[config.mk]
export PLATFORM = sky130hd
export DESIGN_NAME = multiplexer_4to1
export DESIGN_NICKNAME = d
export VERILOG_FILES = /design/src/rtl/multiplexer_4to1.sv
export SDC_FILE = /design/constraint.sdc
export NUM_CORES = 1
export LEC_CHECK = 0
export CAP_MARGIN = 20
export CORE_AREA = 2 2 39 41
export DETAILED_ROUTE_END_ITERATION = 8
export DIE_AREA = 0 0 41 43
export GPL_ROUTABILITY_DRIVEN = 0
export PLACE_DENSITY_LB_ADDON = 0.25
export SYNTH_ARGS = -nofsm -noshare
export SYNTH_HDL_FRONTEND = slang
export SYNTH_SLANG_ARGS = --single-unit
[constraint.sdc]
create_clock -name clk -period 1.1 [get_ports clk]
set_input_delay 0.22 -clock clk [delete_from_list [all_inputs] [get_ports clk]]
set_output_delay 0.22 -clock clk [all_outputs]
set_load 0.05 [all_outputs]
[src/rtl/multiplexer_4to1.sv]
// Registered 4:1 single-bit multiplexer with a one-hot copy of the captured select.
// The selected bit I[S] appears on Y one clock after it is sampled. SEL_OH carries
// 4'b0001 << S and is all-zero only between reset and the first enabled capture.
// Define MULTIPLEXER_BYPASS_EN to build a purely combinational variant: zero latency,
// en ignored, and clk/rst_n kept only for port compatibility.
module multiplexer_4to1 #(
  parameter logic RESET_Y = 1'b0
) (
  input  logic       clk,
  input  logic       rst_n,
  input  logic       en,
  input  logic [1:0] S,
  input  logic [3:0] I,
  output logic       Y,
  output logic [3:0] SEL_OH
);

  logic       y_d;
  logic [3:0] sel_oh_d;

  // Decode the select into the chosen data bit and its one-hot form; all four codes are legal
  always_comb begin
    y_d      = 1'b0;
    sel_oh_d = 4'b0000;
    unique case (S)
      2'b00: begin
        y_d      = I[0];
        sel_oh_d = 4'b0001;
      end
      2'b01: begin
        y_d      = I[1];
        sel_oh_d = 4'b0010;
      end
      2'b10: begin
        y_d      = I[2];
        sel_oh_d = 4'b0100;
      end
      2'b11: begin
        y_d      = I[3];
        sel_oh_d = 4'b1000;
      end
    endcase
  end

`ifdef MULTIPLEXER_BYPASS_EN
  // Control inputs and the reset value are unused in the combinational build
  logic unused_ctrl;
  assign unused_ctrl = ^{clk, rst_n, en, RESET_Y};

  assign Y      = y_d;
  assign SEL_OH = sel_oh_d;
`else
  logic       y_q;
  logic [3:0] sel_oh_q;

  // Output registers: asynchronous clear, capture only when enabled
  always_ff @(posedge clk or negedge rst_n) begin
    if (!rst_n) begin
      y_q      <= RESET_Y;
      sel_oh_q <= 4'b0000;
    end else if (en) begin
      y_q      <= y_d;
      sel_oh_q <= sel_oh_d;
    end
  end

  assign Y      = y_q;
  assign SEL_OH = sel_oh_q;
`endif

endmodule

==> results of run 1 <==
-- sequential cells by signal, indices dropped and copies added (netlist names) --
register,count
SEL_OH,4
Y,1
-- per-stage QoR --
stage	setup slack (ns)	instances	setup TNS (ns)	power, W
floorplan	0.112	23	0	0.000306
global placement	-0.224	55	-0.545	0.000435
detailed placement	-0.250	55	-0.659	0.000438
CTS	0.0195	59	0	0.000674
global route	0.0195	59	0	0.000704
finish	0.0618	59	0	0.000661
-- cell usage after synthesis (all sizes together) --
library cell	count
mux2i	1
buf	1
nand2	1
dfrtp	5
inv	4
nand3	2
nor2	1
o21ai	3
mux2	2
o311ai	1
nand3b	2
-- worst max path at each step --
stage,startpoint,end,slack (ns),cells after the start
floorplan,SEL_OH[0],SEL_OH[0],0.11,1
global placement,S[0],Y,-0.22,4
detailed placement,S[0],Y,-0.25,4
CTS,S[0],Y,0.02,4
global route,SEL_OH[2],SEL_OH[2],0.02,1
finish,SEL_OH[2],SEL_OH[2],0.06,1
-- layout by cell type (no fill, tap or decap), drive strengths merged --
master,synthesis,routed
nor2,1,1
dfrtp,5,5
mux2i,1,1
clkbuf,0,4
o311ai,1,1
inv,4,4
nand3b,2,2
dlymetal6s2s,0,1
buf,1,9
clkdlybuf4s50,0,7
nand3,2,2
mux2,2,2
nand2,1,1
o21ai,3,3
-- metal layers --
metal | global-route usage | up-vias | wire, um
met5 | 0 | - | 0
met2 | 0.131 | 10 | 290
met3 | 0.0524 | 5 | 44
met4 | 0.100 | 0 | 26
li1 | - | 116 | -
met1 | 0.107 | 111 | 234
-- cells by family after synthesis --
kind of cell,Yosys count,synth area share
AND/OR/NAND/NOR,6,0.150
flip-flops,5,0.500
buffers and inverters,5,0.0800
AO/OA/AOI/OAI,4,0.125
multiplexers,3,0.145
-- area by class of cell --
type,count,area share
timing repair buffer,17,0.422
sequential,5,0.248
multi-input combinational,13,0.208
clock buffer,4,0.0521
tap,16,0.0397
inverter,4,0.0298
-- power by group through the flow --
stage	Combinational [W]	Sequential, W	Clock [W]
4_1_cts	0.000216	0.000219	0.000239
2_1_floorplan	0.0000351	0.000271	0
5_1_grt	0.000226	0.000221	0.000257
6_report	0.000213	0.000219	0.000229
3_5_place_dp	0.000216	0.000222	0
3_3_place_gp	0.000214	0.000221	0
==> impl_metrics.env, run 1 <==
export IMPL_first_pass_iters=2
export IMPL_max_slew_margin=0.844
export IMPL_cts_buffer_depth=2
export IMPL_cp_required_ns=0.88
export IMPL_final_max_slew_viol_count=0
export IMPL_endpoint_kind="output pin"
export IMPL_period_share=0.944
export IMPL_netlist_instances=23
export IMPL_boundaryPins=14
export IMPL_switching_share=0.311
export IMPL_startpoint_type="flop"
export IMPL_multiInputGateArea_um2=105
export IMPL_p_per_area_nw_per_um2=1310
export IMPL_ir_drop_mv=0.521
export IMPL_grt_max_degree=7
export IMPL_intPower_w=0.000455
export IMPL_r2r_setup_slack_ns=0.32
export IMPL_seqCellArea_um2=125
export IMPL_clkTransAtPathRegs_ns=0.05
export IMPL_hold_violations=0
export IMPL_area_delta_synth_final_pct=102
export IMPL_insertion_delay_ns=0.25
export IMPL_first_global_vias=254
export IMPL_synth_area_um2=250
export IMPL_worst_slew_pin_slew_ns=0.233
export IMPL_die_area_um2=1760
export IMPL_synth_nets=32
export IMPL_yosysWarnings=0
export IMPL_drive_above_1_share=0.372
export IMPL_viasPerCell=4.10
export IMPL_crit_chain="buf_12"
export IMPL_ys_ff_latch=5
export IMPL_setup_viol=0
export IMPL_clockPowerShare=0.347
export IMPL_r2r_start="SEL_OH[0]"
export IMPL_cap_violations=0
export IMPL_cp_top_family="flip-flops"
export IMPL_grt_overflow=0
export IMPL_clockRootBuffer="clkbuf_4"
export IMPL_grt_pass1_wl_um=1090
export IMPL_min_path_type="in2async"
export IMPL_reg2reg_depth=1
export IMPL_cpPeakStageDelay_ns=0.41
export IMPL_path_max_fanout=2
export IMPL_drc=0
export IMPL_synthDistinctLibCells=13
export IMPL_core_area_um2=1380
export IMPL_synth_largest_area_cell="dfrtp_1"
export IMPL_dpl_cell_area_um2=475
export IMPL_die_height_um=43
export IMPL_leakage_nw=0.233
export IMPL_path_buf_inv=1
export IMPL_period_needed_ns=1.04
export IMPL_utilization=0.364
export IMPL_cts_tree="yes"
export IMPL_vias=242
export IMPL_post_cts_buffers=0
export IMPL_antenna_found_initial=0
export IMPL_wl_per_cell_um=10.1
export IMPL_synth_area_top_cells="dfrtp_1, o311ai_2, o21ai_0"
export IMPL_cp_slowest_cell="dfrtp_1"
export IMPL_cts_hold_buf=0
export IMPL_ys_seq_area_frac=0.500
export IMPL_io_buffers=13
export IMPL_diodes=0
export IMPL_drt_initial_drc_count=6
export IMPL_avgSynthCellArea_um2=10.9
export IMPL_grt_usage=0.101
export IMPL_cts_buffers_inserted=3
export IMPL_fp_row_count=14
export IMPL_yosys_area_top_type_share=0.500
export IMPL_p_comb_frac=0.322
export IMPL_initial_core_util=0.181
export IMPL_status="complete, no violations"
export IMPL_htreeDepth=1
export IMPL_cts_resized=0
export IMPL_die_width_um=41
export IMPL_wl_um=595
export IMPL_r2r_end="SEL_OH[0]"
export IMPL_holdWs_ns=0.189
export IMPL_path_class="reg2out"
export IMPL_clock_fmax_ghz=0.963
export IMPL_design_area_um2=504
export IMPL_p_switching_w=0.000205
export IMPL_cp_data_arrival_time_ns=0.82
export IMPL_clock_skew_ns=0
export IMPL_drtAntennaViolNets=0
export IMPL_power_frac_seq=0.331
export IMPL_fillers=146
export IMPL_rsz0062_at_grt="no"
export IMPL_numClockSinks=5
export IMPL_nets=53
Note: power is estimated with default switching activity, not from simulation.
==> inputs of run 2 (changes only) <==
--- a/config.mk
+++ b/config.mk
@@ -7,9 +7,9 @@
 export LEC_CHECK = 0
 export CAP_MARGIN = 20
 export CORE_AREA = 2 2 39 41
+export CTS_CLUSTER_SIZE = 12
 export DETAILED_ROUTE_END_ITERATION = 8
 export DIE_AREA = 0 0 41 43
-export GPL_ROUTABILITY_DRIVEN = 0
 export PLACE_DENSITY_LB_ADDON = 0.25
 export SYNTH_ARGS = -nofsm -noshare
 export SYNTH_HDL_FRONTEND = slang
==> constraint.sdc (replaced) <==
create_clock -name clk -period 0.9 [get_ports clk]
set_input_delay 0.18 -clock clk [delete_from_list [all_inputs] [get_ports clk]]
set_output_delay 0.18 -clock clk [all_outputs]
set_load 0.05 [all_outputs]
==> impl_metrics.env, run 2 (synthesis gave the netlist of run 1 again) <==
export IMPL_cap_violations=0
export IMPL_io_buffers=13
export IMPL_setup_slack_ns=-0.0865
export IMPL_path_class="reg2out"
export IMPL_hold_violations=0
export IMPL_htreeDepth=1
export IMPL_clkTransAtPathRegs_ns=0.04
export IMPL_grt_max_degree=7
export IMPL_vias=247
export IMPL_largest_register_ffs=4
export IMPL_initial_core_util=0.181
export IMPL_final_cell_mix="clkdlybuf4s50_1, buf_12, buf_4"
export IMPL_violations="negative setup slack"
export IMPL_first_global_vias=252
export IMPL_hpwlAfterDp_um=470
export IMPL_die_area_um2=1760
export IMPL_max_slew_margin=0.837
export IMPL_drtAntennaViolNets=0
export IMPL_cpPeakStageDelay_ns=0.41
export IMPL_min_path_type="in2async"
export IMPL_drt_initial_drc_count=0
export IMPL_clockRootBuffer="clkbuf_4"
export IMPL_insertion_delay_ns=0.24
export IMPL_startpoint_type="flop"
export IMPL_gp_congestion=0.696
export IMPL_antenna_found_initial=0
export IMPL_final_common_cell="clkdlybuf4s50_1"
export IMPL_drc=0
export IMPL_numClockSinks=5
export IMPL_path_buf_inv=1
export IMPL_cp_slowest_cell="dfrtp_2"
export IMPL_die_width_um=41
export IMPL_nets=54
export IMPL_grt_overflow=0
export IMPL_setup_tns_ns=-0.419
export IMPL_holdWs_ns=0.167
export IMPL_wl_um=572
export IMPL_fp_row_count=14
export IMPL_clock_fmax_ghz=1.01
export IMPL_cts_tree="yes"
export IMPL_grt_usage=0.0888
export IMPL_cts_buffer_depth=2
export IMPL_cp_required_ns=0.72
export IMPL_endpoint_kind="output pin"
export IMPL_cp_top_family="flip-flops"
export IMPL_viasPerCell=4.12
export IMPL_cp_data_arrival_time_ns=0.81
export IMPL_cts_buffers_inserted=3
export IMPL_first_pass_iters=1
export IMPL_setup_viol=5
export IMPL_boundaryPins=14
export IMPL_final_max_slew_viol_count=0
export IMPL_period_needed_ns=0.986
export IMPL_rsz0062_at_grt="yes"
export IMPL_diodes=0
export IMPL_core_area_um2=1380
export IMPL_drive_above_1_share=0.432
export IMPL_ir_drop_mv=0.706
export IMPL_leakage_nw=0.229
export IMPL_dp_slack_ns=-0.396
export IMPL_worst_slew_pin_slew_ns=0.244
export IMPL_period_share=1.10
export IMPL_clock_skew_ns=0
export IMPL_area_delta_synth_final_pct=103
export IMPL_status="finished with violations"
export IMPL_crit_chain="buf_12"
export IMPL_die_height_um=43
export IMPL_grt_pass1_wl_um=972
export IMPL_path_max_fanout=2
export IMPL_wl_per_cell_um=9.53
export IMPL_p_per_area_nw_per_um2=1550
==> run 2: routing by layer <==
layer / share of wire / routed length [um] / global-route usage
met4: 0 / 0 / 0.0400
met1: 0.37 / 213 / 0.0915
met2: 0.53 / 304 / 0.122
met5: 0 / 0 / 0
met3: 0.094 / 54 / 0.0785
==> run 2: final cells by class <==
type / count / area [um^2]
Fill cell: 148 / 875
Tap cell: 16 / 20.0
Timing Repair Buffer: 18 / 215
Inverter: 4 / 15.0
Clock buffer: 4 / 26.3
Sequential cell: 5 / 128
Multi-Input combinational cell: 13 / 105
==> run 2: worst paths after layout <==
| check | endpoint | start | slack (ns) | depth (start not counted) |
|---|---|---|---|---|
| worst min-delay path | SEL_OH[1] | rst_n | 0.17 | 1 |
| max in group asynchronous | SEL_OH[0] | rst_n | 0.51 | 1 |
| min in group clk | SEL_OH[3] | en | 0.36 | 2 |
| worst max register to register | SEL_OH[0] | SEL_OH[0] | 0.10 | 1 |
| worst min register to register | Y | Y | 0.54 | 2 |
| worst max-delay path | Y | Y | -0.09 | 1 |
==> run 2: what timing repair did <==
item,CTS,global route
setup buffers,1,0
endpoints found under the setup margin,7,5
hold endpoints to repair,0,0
hold buffers,0,0
resized for setup,2,0
==> run 2: stage by stage <==
stage | cells | power (W) | utilization | cell area (um^2)
global placement | 55 | 0.000534 | 0.345 | 478
floorplan | 23 | 0.000376 | - | 253
finish | 60 | 0.000791 | 0.368 | 509
detailed placement | 55 | 0.000537 | 0.345 | 478
global route | 60 | 0.000843 | 0.368 | 509
CTS | 60 | 0.000806 | 0.368 | 509
==> run 2: where the power goes <==
group	switching [W]	internal [W]	total, W
Combinational	0.000120	0.000144	0.000263
Sequential	0.0000216	0.000248	0.000270
Clock	0.0000903	0.000168	0.000258
==> variant: new RTL, flow settings as in run 2 <==
Set the parameter `RESET_Y` to 1'b1 (it was 1'b0).
--- a/src/rtl/multiplexer_4to1.sv
+++ b/src/rtl/multiplexer_4to1.sv
@@ -4,7 +4,7 @@
 // Define MULTIPLEXER_BYPASS_EN to build a purely combinational variant: zero latency,
 // en ignored, and clk/rst_n kept only for port compatibility.
 module multiplexer_4to1 #(
-  parameter logic RESET_Y = 1'b0
+  parameter logic RESET_Y = 1'b1
 ) (
   input  logic       clk,
   input  logic       rst_n,
Function: changed (Yosys sat finds a counterexample within 4 cycles, from zero or initial values and one cycle with rst_n low).
==> variant against run 2 <==
  * The flow still finishes with violations (negative setup slack)
  * Critical path depth is the same
  * Total power grew 1.0%
  * Setup slack lost 0.12 ns
  * Clock skew is the same
  * Cell area grew 2.7%
  * Area after synthesis grew 0.50%
  * Sequential cell count is the same
  * Routed wire length grew 12%
  * Critical path type unchanged
==> variant: results (changes against run 2) <==
stage	metric	value	unit	change
run_status	status	finished with violations		
run_status	failing checks	negative setup slack		
pwr	Pleak	0.239	nW	+4.5%
timing	worst hold slack	0.170	ns	+0.00368 ns
setup_path	Worst path max stage delay	0.55	ns	+0.14 ns
synth	Seq/Total Area, Yosys	50.2	%	+0.25 points
clocking	CTS Buffer Depth	2		unchanged
detailed_routing	DRT Pass-1 Iters	1		unchanged
setup_path	critical path's slowest cell	dfstp_2		
synth	top post-synthesis cells by area	dfrtp_1 40%, dfstp_2 10%, o311ai_2 6.5%, o21ai_0 6.0%, inv_1 6.0%		
setup_path	Critical Path Fanout Max	2		unchanged
placement	gpl congestion	0.740		+6.3%
pwr	Worst VDD drop	0.711	mV	+0.84%
timing	final setup fails	5		unchanged
clocking	worst skew pair latency	0.24	ns	about the same
global_route	vias in the first global route	261		+3.6%
timing	setup tns final	-0.522	ns	-0.102 ns
global_route	largest net degree at the start of global routing	6		-1
placement	placed inst area	493	um^2	+3.1%
global_route	first-pass GRT wire length	1100	um	+14%
setup_path	worst setup path end	Y		
pwr	combinational share of power	33.8	%	+0.5 points
placement	Post-Place Cells	57		+3.6%
setup_path	CP arrival	0.92	ns	+0.11 ns
finish	NumNets Final	56		+3.7%
synth	list of most frequent post-synthesis cells	4 x dfrtp_1, 4 x inv_1, 3 x o21ai_0		
global_route	All-Layer GR Usage	10.2	%	+1.3 points
timing	Slew headroom	83.5	%	-0.19 points
setup_path	reg-to-reg endpoint	SEL_OH[0]		
synth	Synth cell types	14		+1
detailed_routing	via count	242		-2.0%
finish	ratio of cells with drive above 1 in the final layout	45.7	%	+2.5 points
setup_path	FF-to-FF path depth	1		unchanged
placement	dpl ws	-0.406	ns	-0.0100 ns
detailed_routing	routed length per instance	10.3	um	+8.4%
detailed_routing	WL final	641	um	+12%
timing	min setup slack post-route	-0.203	ns	-0.116 ns
pwr	total internal power	566	uW	+1.2%
setup_path	Worst Setup SP	Y		
timing	Worst Skew	0	ns	unchanged
placement	DP HPWL	525	um	+12%
[variant: layer usage]
| layer | global-route usage, % | vias up | wire length (um) |
|---|---|---|---|
| li1 | - | 123 | - |
| met2 | 15.0 | 7 | 358 |
| met1 | 10.2 | 110 | 224 |
| met4 | 10.0 | 0 | 12 |
| met3 | 3.66 | 2 | 46 |
| met5 | 0 | - | 0 |
[variant: area by class of cell]
type | instances | area (um^2)
clock buffers | 4 | 26.3
inverters | 4 | 15.0
well taps | 16 | 20.0
fillers | 143 | 861
multi-input cells | 13 | 105
repair buffers | 20 | 229
flip-flops and latches | 5 | 128
[variant: kinds of logic after synthesis]
kind of cell / after synthesis / share of synthesized area, %
AOI/OAI and AO/OA: 4 / 12.4
buffers and inverters: 5 / 7.96
DFF: 5 / 50.3
muxes: 3 / 14.4
and+or+nand+nor: 6 / 14.9
[variant: timing repair]
item                       4_1_cts  5_1_grt
resized for setup                3        0
buffers inserted                 0        1
setup endpoints to repair        8        5
